[config.mk]
export PLATFORM = sky130hd
export DESIGN_NAME = rom_rd_arb
export DESIGN_NICKNAME = d
export VERILOG_FILES = /design/src/rtl/rom_arb_pkg.sv /design/src/rtl/rr_pri_arb.sv /design/src/rtl/rom_rd_arb.sv
export SDC_FILE = /design/constraint.sdc
export NUM_CORES = 1
export LEC_CHECK = 0
export ABC_AREA = 1
export CAP_MARGIN = 20
export CORE_ASPECT_RATIO = 1.25
export CORE_MARGIN = 4
export CORE_UTILIZATION = 33
export DETAILED_ROUTE_END_ITERATION = 6
export GPL_TIMING_DRIVEN = 0
export PLACE_DENSITY = 0.84
export SLEW_MARGIN = 25
export SYNTH_ARGS = -nofsm -noshare
export SYNTH_HDL_FRONTEND = slang
export SYNTH_SLANG_ARGS = --single-unit
[constraint.sdc]
create_clock -name clk -period 3.3 [get_ports clk]
set_input_delay 0.66 -clock clk [delete_from_list [all_inputs] [get_ports clk]]
set_output_delay 0.66 -clock clk [all_outputs]
set_load 0.01 [all_outputs]
[src/rtl/rom_arb_pkg.sv]
// Shared helpers for the ROM read arbiter: tag sizing, one-hot decode and
// modulo-N rotations over a fixed 16-bit working width.
package rom_arb_pkg;

  localparam int MAXN = 16;
  localparam int MAXW = $clog2(MAXN);

  function automatic int tag_width(input int n);
    return (n <= 2) ? 1 : $clog2(n);
  endfunction

  // Rotations wrap modulo n, so bits at or above n stay zero.
  function automatic logic [MAXN-1:0] rot_right(input logic [MAXN-1:0] v,
                                                input int sh, input int n);
    logic [MAXN-1:0] r;
    r = '0;
    for (int i = 0; i < MAXN; i++)
      if (i < n) r[MAXW'(i)] = v[MAXW'((i + sh) % n)];
    return r;
  endfunction

  function automatic logic [MAXN-1:0] rot_left(input logic [MAXN-1:0] v,
                                               input int sh, input int n);
    logic [MAXN-1:0] r;
    r = '0;
    for (int i = 0; i < MAXN; i++)
      if (i < n) r[MAXW'((i + sh) % n)] = v[MAXW'(i)];
    return r;
  endfunction

  function automatic logic [MAXW-1:0] onehot_to_idx(input logic [MAXN-1:0] oh);
    logic [MAXW-1:0] idx;
    idx = '0;
    for (int i = 0; i < MAXN; i++)
      if (oh[i]) idx = idx | MAXW'(i);
    return idx;
  endfunction

endpackage

[src/rtl/rr_pri_arb.sv]
// Combinational round-robin picker: the first asserted req at or after ptr
// (wrapping) wins.
module rr_pri_arb
  import rom_arb_pkg::*;
#(
  parameter  int N  = 4,
  localparam int IW = tag_width(N)
) (
  input  logic [N-1:0]  req,
  input  logic [IW-1:0] ptr,
  output logic [N-1:0]  gnt,
  output logic [IW-1:0] win
);

  logic [MAXN-1:0] req_ext;
  logic [MAXN-1:0] rot;
  logic [MAXN-1:0] pick;
  logic [MAXN-1:0] gnt_ext;

  // NOTE: every always_comb output gets a default first, so no path can infer a latch.
  always_comb begin
    req_ext         = '0;
    req_ext[N-1:0]  = req;
    rot             = rot_right(req_ext, int'(ptr), N);
    // Descending scan: the lowest set bit of the rotated vector is kept.
    pick = '0;
    for (int i = MAXN - 1; i >= 0; i--)
      if (rot[i]) begin
        pick             = '0;
        pick[MAXW'(i)]   = 1'b1;
      end
    gnt_ext = rot_left(pick, int'(ptr), N);
    gnt     = gnt_ext[N-1:0];
    win     = IW'(onehot_to_idx(gnt_ext));
  end

endmodule

[src/rtl/rom_rd_arb.sv]
// Round-robin read arbiter sharing one 1-cycle-latency ROM among NREQ
// requesters; data returns to the winner one cycle after its grant.
module rom_rd_arb
  import rom_arb_pkg::*;
#(
  parameter  int NREQ = 4,
  parameter  int DW   = 16,
  parameter  int AW   = 8,
  localparam int IDW  = tag_width(NREQ)
) (
  input  logic               clk,
  input  logic               rst_n,
  input  logic [NREQ-1:0]    req,
  input  logic [NREQ*AW-1:0] req_addr,
  output logic [NREQ-1:0]    gnt,
  output logic [NREQ-1:0]    rsp_valid,
  output logic [DW-1:0]      rsp_data,
  output logic               rom_ce,
  output logic [AW-1:0]      rom_addr,
  input  logic [DW-1:0]      rom_data
);

  logic [IDW-1:0] ptr;
  logic [IDW-1:0] win;
  logic [IDW-1:0] tag;
  logic           tag_valid;

  rr_pri_arb #(.N(NREQ)) u_arb (
    .req (req),
    .ptr (ptr),
    .gnt (gnt),
    .win (win)
  );

  assign rom_ce = |gnt;

  // gnt is one-hot, so OR-ing the gated addresses is the mux.
  always_comb begin
    rom_addr = '0;
    for (int i = 0; i < NREQ; i++)
      if (gnt[i]) rom_addr = rom_addr | req_addr[i*AW +: AW];
  end

  // NOTE: sequential state uses non-blocking assignments so every flop samples pre-edge values.
  always_ff @(posedge clk or negedge rst_n) begin
    if (!rst_n) begin
      ptr <= '0;
    end else if (rom_ce) begin
      ptr <= (win == IDW'(NREQ - 1)) ? '0 : win + 1'b1;
    end
  end

  // Tag tracks the read in flight; reset drops it so no stale response leaks out.
  always_ff @(posedge clk or negedge rst_n) begin
    if (!rst_n) begin
      tag       <= '0;
      tag_valid <= 1'b0;
    end else begin
      tag_valid <= rom_ce;
      if (rom_ce) tag <= win;
    end
  end

  always_comb begin
    rsp_valid = '0;
    for (int i = 0; i < NREQ; i++)
      rsp_valid[i] = tag_valid && (tag == IDW'(i));
  end

  // No data register: total table latency stays one cycle.
  assign rsp_data = rom_data;

endmodule

# Yosys cells after proc, flatten, opt, wreduce, memory -nomap -nowiden
# Index checks and enable logic that the tools add are counted.
# op_classes
magnitude_cmp	8
addsub	4
shifts	0
mul	0
div_mod_pow	0
bitwise	7
muxes	45
reduce_logical	13
n_eq_ne	4
# ops
cell	n
16-bit bitwise mux	3
4-bit two-way mux	8
8-bit two-way mux	4
8-bit bitwise OR	3
3-bit by 6-bit less-than comparator with 1-bit output (second input constant)	3
16-bit by 4-bit AND with 16-bit output	1
1-bit two-way mux	13
3-bit two-way mux	4
2-bit two-way mux	5
1-bit binary-select mux with 3-bit select	3
1-bit demux with 3-bit select	3
3-bit by 1-bit >= comparator with 1-bit output (second input constant)	3
1-bit logical AND	8
2-bit == test (second input constant)	3
2-bit OR reduction	3
2-bit by 5-bit less-than comparator with 1-bit output (second input constant)	1
2-bit adder (first input constant)	2
4-bit OR reduction	1
1-bit AND (first input constant)	3
1-bit by 2-bit adder with 2-bit output (first input constant)	1
2-bit by 1-bit adder with 2-bit output (second input constant)	1
1-bit binary-select mux with 2-bit select	1
1-bit demux with 2-bit select	1
2-bit by 1-bit == test with 1-bit output (second input constant)	1
2 further kinds	2
# totals
rom_bits	0
mem_bits_rw	0
register_bits	5
latchBits	0
memories	0
word_cells	84

# Longest topological paths before layout
# depth
ltp_word	30
ltp_mapped	15

# Hierarchy
# Synthesis repeated with hierarchy kept, for this count alone.
# hier_totals
hier_cells	180
hier_area_um2	1093.5
# by_module_without_submodules
module	cells_each	instances	area_per_inst_um2	seq_area_each_um2
rom_rd_arb	89	1	601.8	125.1
rr_pri_arb	91	1	491.7	0.0

# Worst setup path after synthesis
# OpenSTA, ideal clock, no wires.
# synth_timing
kind	register -> output
startpoint	reg ptr[0]
endpoint	out rom_addr[0]
n_path_buf	1
arrival_time_ns	1.918
path_slack_ns	0.722
stages_incl_launch_ff	15
cell_sequence	dfrtp_1 -> inv_2 -> ha_1 -> inv_1 -> nand3_1 -> nand2_1 -> nand2_4 -> inv_2 -> nand3_1 -> nand2_1 -> nand2_1 -> nand2_2 -> buf_6 -> nand2_1 -> nand4_1
# synth_between
elab_cells_between_ends	55
# synth_lines
element	line	rtl
start: declaration	rom_rd_arb.sv:23	logic [IDW-1:0] ptr;
start signal: assignment	rom_rd_arb.sv:49	ptr <= (win == IDW'(NREQ - 1)) ? '0 : win + 1'b1;
2-bit adder	rom_arb_pkg.sv:18, rom_arb_pkg.sv:27	
2-bit OR reduction (no source line)	--	
1-bit AND (no source line)	--	
1-bit binary-select mux with 3-bit select	rom_arb_pkg.sv:18	if (i < n) r[MAXW'(i)] = v[MAXW'((i + sh) % n)];
1-bit two-way mux (not written as such) (2 in series)	rom_arb_pkg.sv:18	
4-bit two-way mux (3 in series)	rr_pri_arb.sv:28	if (rot[i]) begin
16-bit by 4-bit AND with 16-bit output (no source line)	--	
16-bit bitwise mux (2 in series)	rom_arb_pkg.sv:27	if (i < n) r[MAXW'((i + sh) % n)] = v[MAXW'(i)];
16-bit bitwise mux (*)	rom_arb_pkg.sv:27	
via gnt[1]	rom_rd_arb.sv:15	output logic [NREQ-1:0] gnt,
8-bit two-way mux (*)	rom_rd_arb.sv:41	if (gnt[i]) rom_addr = rom_addr | req_addr[i*AW +: AW];
8-bit bitwise OR	rom_rd_arb.sv:41	
8-bit two-way mux (*)	rom_rd_arb.sv:41	
8-bit bitwise OR	rom_rd_arb.sv:41	
8-bit two-way mux (*)	rom_rd_arb.sv:41	
end: declaration	rom_rd_arb.sv:19	output logic [AW-1:0] rom_addr,
# The timed path passes the listed nets; every way through them passes the cells marked *. The select of a mux whose other input is x is not followed.

# Final worst setup path
# layout_timing
startpoint	in req[1]
endpoint	out gnt[2]
# layout_between
elab_chain_len	10
elab_cells_between_ends	19
# layout_lines
element	line	rtl
start: declaration	rom_rd_arb.sv:13	input logic [NREQ-1:0] req,
1-bit binary-select mux with 3-bit select	rom_arb_pkg.sv:18	
1-bit two-way mux (not written as such) (2 in series)	rom_arb_pkg.sv:18	
4-bit two-way mux (2 in series)	rr_pri_arb.sv:28	
4-bit two-way mux (*)	rr_pri_arb.sv:28	
16-bit by 4-bit AND with 16-bit output (no source line)	--	
16-bit bitwise mux (2 in series)	rom_arb_pkg.sv:27	
16-bit bitwise mux (*)	rom_arb_pkg.sv:27	
end: declaration	rom_rd_arb.sv:15	
# Mark *: on every way between the ends. The rest lies on a longest branch, timed or not. The select of a mux whose other input is x is not followed.

==> run summary <==
The number of placed cells counting well taps came out at 280. Setup repair after global routing left no endpoint under its margin. Once detail routing completed, the nets flagged for antenna violations numbered 0. At the end of routability-driven placement, the weighted congestion stood at around 0.77.

The total half-perimeter wirelength after legalization and detailed placement is 2.76 mm. The die height came out at ~71 um. For this design the top-level I/O count stands at 87. The total power divided by cell area is between 1000 and 1500 nW/um2. The transition time of the tightest slew-check pin is approximately 0.26 ns.

In the final layout, the share of cells above drive strength 1 is 21.7%. The area of the mapped netlist is between 1000 and 1500 um2. In this run the tightest slew margin relative to its limit is approximately 83%. The placeable core area came out at 3000 um2. In the synthesized netlist, the cells that appear most often are sky130_fd_sc_hd__nand2_1, sky130_fd_sc_hd__buf_4, sky130_fd_sc_hd__nand3_1, sky130_fd_sc_hd__inv_1, sky130_fd_sc_hd__nand4_1. Yosys mapped a number of flops with a built-in enable equal to 0. The tree built by TritonCTS fans out to 5 sinks. The portion of the clock cycle consumed by the worst path in the final layout came out at between 90% and 100%.

The flow ran to the end, and the final reports show no timing, DRC or antenna violations. The first global-routing pass estimated approximately 5 mm of wire. The worst path needs about 3.1 ns of the cycle, external delays included. The worst path arrival time is 2.48 ns. Derived from the worst setup path, the maximum achievable clock frequency is around 0.32 GHz. The number of antenna repair diodes is 0. The die extent in x came out at 58.6 um.

The share of the yosys chip area belonging to registers is between 10% and 20%. The number of hold violations in the final report was 0. The via count of the first global-routing pass is between 1,000 and 1,500. The placed cell area is 1800 um2.

Yosys printed 0 warnings. The pre-antenna-repair detailed-routing pass consisted of 4 iterations. The post-route clock skew came out at 0.000736 ns. The starting utilization of the core area came out at around a third. The number of buffers created by CTS is 3. By area the synthesized netlist is led by sky130_fd_sc_hd__nand2_1, sky130_fd_sc_hd__buf_4, sky130_fd_sc_hd__dfrtp_1. The detailed-route via count came out at between 1,000 and 1,500. Input and output buffers added on the ports amount to 70. The clock input transition at the sequential cells of the worst setup and hold paths came out at around 0.040 ns.

Counting every net in the synthesized netlist gives 235. The nature of the critical path startpoint is a primary input. Among all cell types in the netlist, the one instantiated most often is sky130_fd_sc_hd__nand2_1. In this run the worst setup path begins at req[1].

Wires add up to approximately 3.3 mm. The reported max-cap violation count is 0. The overall die area came out at 4170 um2. For this run, design rule violations remaining after detail routing come to 0. The cell row count came out at 22. The count of endpoints failing setup in the final report came out at 0. The initial antenna violation count is 0. The ratio of routed vias to standard cells came out at around 4.6. Leaving out filler cells and counting taps, the final layout contains approximately 290.

The setup TNS came out at 0 ns. Setup slack closes at ~0.16 ns. Prior to clock tree synthesis, the placed netlist has a worst setup slack of -0.179 ns. The final-report max-slew violation count is 0. The biggest fanout along the worst timing path is 9.

The maximum resistive drop on vdd came out at roughly 0.00066 V. Relative to the synthesized area, the layout overhead comes to 73.7%. After clock tree synthesis, the flow added hold-fix buffers numbering 0.

The number of distinct standard cells referenced by the synthesized netlist is 20. The worst hold path begins at tag[1]. STA classifies the critical path endpoint as a primary output. The share of the core filled with cells in the final layout is about 60%. In this run the number of H-tree levels came out at 1. In this run, synthesis produced a sequential element count of 5. The number of buffers on the longest clock path is 2.

In the synthesized netlist, the number of instances is between 150 and 200. The biggest area contributor in the post-synthesis netlist is sky130_fd_sc_hd__nand2_1. The data required time of the critical path came out at roughly 2.6 ns. The most used flip-flop cell after synthesis is sky130_fd_sc_hd__dfrtp_1.

The worst setup path is of the in -> out kind. The cell sitting at the root of the clock tree is a sky130_fd_sc_hd__clkbuf_4. The largest net degree at the start of global routing is 11. The overall fraction of global-route tracks in use came out at about 15%.

The aggregate global routing overflow came out at 0. Summing all non-filler instances in the final layout gives an area of approximately 1800 um2. The count of filler cells inserted in the layout is 291. The leakage component of the power came out at approximately 0.00094 uW. The clock latency reported for the late side of the worst-skew pair came out at 0.23 ns. The final routed wire length divided by cell count is roughly 12 um.

The synthesized area divided by synthesized cell count came out at roughly 6 um2. After synthesis, the share of flip-flops with an asynchronous set or reset is between 90% and 100%. The share of the synthesized area in the top cell type came out at approximately 22%. The total number of nets in the final design is 311. The worst hold path belongs to the class reg -> reg. The number of DRC markers in iteration 0 is 24. The worst register-to-register path begins at ptr[1]. The TritonCTS clock tree is done.
cells by family (layout without fill, tap and decap cells):
group	count (synthesis)	count (layout)	synth area share, %
buffers and inverters	39	114	20.6
DFF	5	5	11.8
AOI/OAI and AO/OA	7	7	3.32
adders and majority gates	7	7	8.29
and+or+nand+nor	116	116	55.9
registers in the layout, summed over array words and instances (netlist names):
register   cells
ptr            2
tag_valid      1
tag            2
final timing paths:
| kind | slack [ns] | end | cells after the start |
|---|---|---|---|
| max | 0.16 | gnt[2] | 10 |
| min | 0.59 | tag[1] | 2 |
| max reg2reg | 1.25 | ptr[1] | 15 |
| min reg2reg | 0.59 | tag[1] | 2 |
| max in group asynchronous | 2.47 | ptr[1] | 1 |
| min in group asynchronous | 0.64 | tag[0] | 1 |
critical path: stages:
cell	delay, ns
sky130_fd_sc_hd__clkdlybuf4s50_1	0.48
sky130_fd_sc_hd__nand2_1	0.08
sky130_fd_sc_hd__nand3_2	0.11
sky130_fd_sc_hd__nand2_4	0.10
sky130_fd_sc_hd__a21oi_1	0.15
sky130_fd_sc_hd__nand2_1	0.10
sky130_fd_sc_hd__nand3_4	0.12
sky130_fd_sc_hd__nand2_4	0.07
sky130_fd_sc_hd__inv_2	0.07
sky130_fd_sc_hd__clkdlybuf4s50_1	0.54
power by group:
group / total (uW) / switching (uW) / internal [uW] / leakage, uW
combinational: 1850 / 1090 / 758 / 0.000868
sequential: 135 / 30.8 / 105 / 0.0000548
clock: 67.8 / 22.2 / 45.5 / 0.0000150
total: 2050 / 1140 / 908 / 0.000938
per-layer routing:
metal	vias up	track usage [%]	wire, um
met3	2	1.26	189
met4	0	3.02	15
met2	45	28.1	1780
met5	-	0	0
met1	558	17.2	1300
li1	697	-	-
layout make-up:
cell class	count	area, um2	share of cell area [%]
plain buffers	18	139	7.57
clock buffers	4	26.3	1.43
inverters	21	81.3	4.43
multi-input cells	130	723	39.4
flip-flops and latches	5	128	6.96
well taps	36	45.0	2.46
repair buffers	71	692	37.7
placed cells by master, fill, tap and decap left out:
master,Yosys,final
sky130_fd_sc_hd__buf_6,1,1
sky130_fd_sc_hd__o21ai_1,3,3
sky130_fd_sc_hd__clkbuf_1,0,1
sky130_fd_sc_hd__clkbuf_4,0,3
sky130_fd_sc_hd__buf_4,17,18
sky130_fd_sc_hd__nand3_2,3,3
sky130_fd_sc_hd__dlygate4sd2_1,0,5
sky130_fd_sc_hd__nor2_2,0,1
sky130_fd_sc_hd__nand2_4,3,4
sky130_fd_sc_hd__clkinv_1,1,1
sky130_fd_sc_hd__nor3_1,4,4
sky130_fd_sc_hd__nand3_1,17,17
sky130_fd_sc_hd__inv_2,5,5
sky130_fd_sc_hd__dlymetal6s2s_1,0,4
sky130_fd_sc_hd__nand3_4,2,2
sky130_fd_sc_hd__nor2_1,2,1
sky130_fd_sc_hd__nand4_1,11,11
sky130_fd_sc_hd__ha_1,7,7
sky130_fd_sc_hd__a21oi_1,3,3
sky130_fd_sc_hd__clkdlybuf4s15_1,0,1
sky130_fd_sc_hd__nand2_2,10,10
sky130_fd_sc_hd__o21ai_0,1,1
sky130_fd_sc_hd__nand2_1,62,61
sky130_fd_sc_hd__dfrtp_2,0,2
sky130_fd_sc_hd__dfrtp_1,5,3
sky130_fd_sc_hd__nand3b_1,2,2
sky130_fd_sc_hd__clkbuf_2,0,4
sky130_fd_sc_hd__inv_4,0,1
sky130_fd_sc_hd__clkdlybuf4s50_1,0,56
sky130_fd_sc_hd__inv_1,15,14
repair_timing:
item / CTS / global route
setup buffers: 1 / 0
endpoints found under the setup margin: 13 / 11
gates resized for setup: 15 / 15
per-stage QoR:
step,total power (uW),hold WS (ns)
2_1_floorplan,1340,0.364
3_3_place_gp,2060,0.579
3_5_place_dp,2090,0.593
4_1_cts,2070,0.599
5_1_grt,2260,0.642
6_report,2050,0.594
Note: power is estimated with default switching activity, not from simulation.
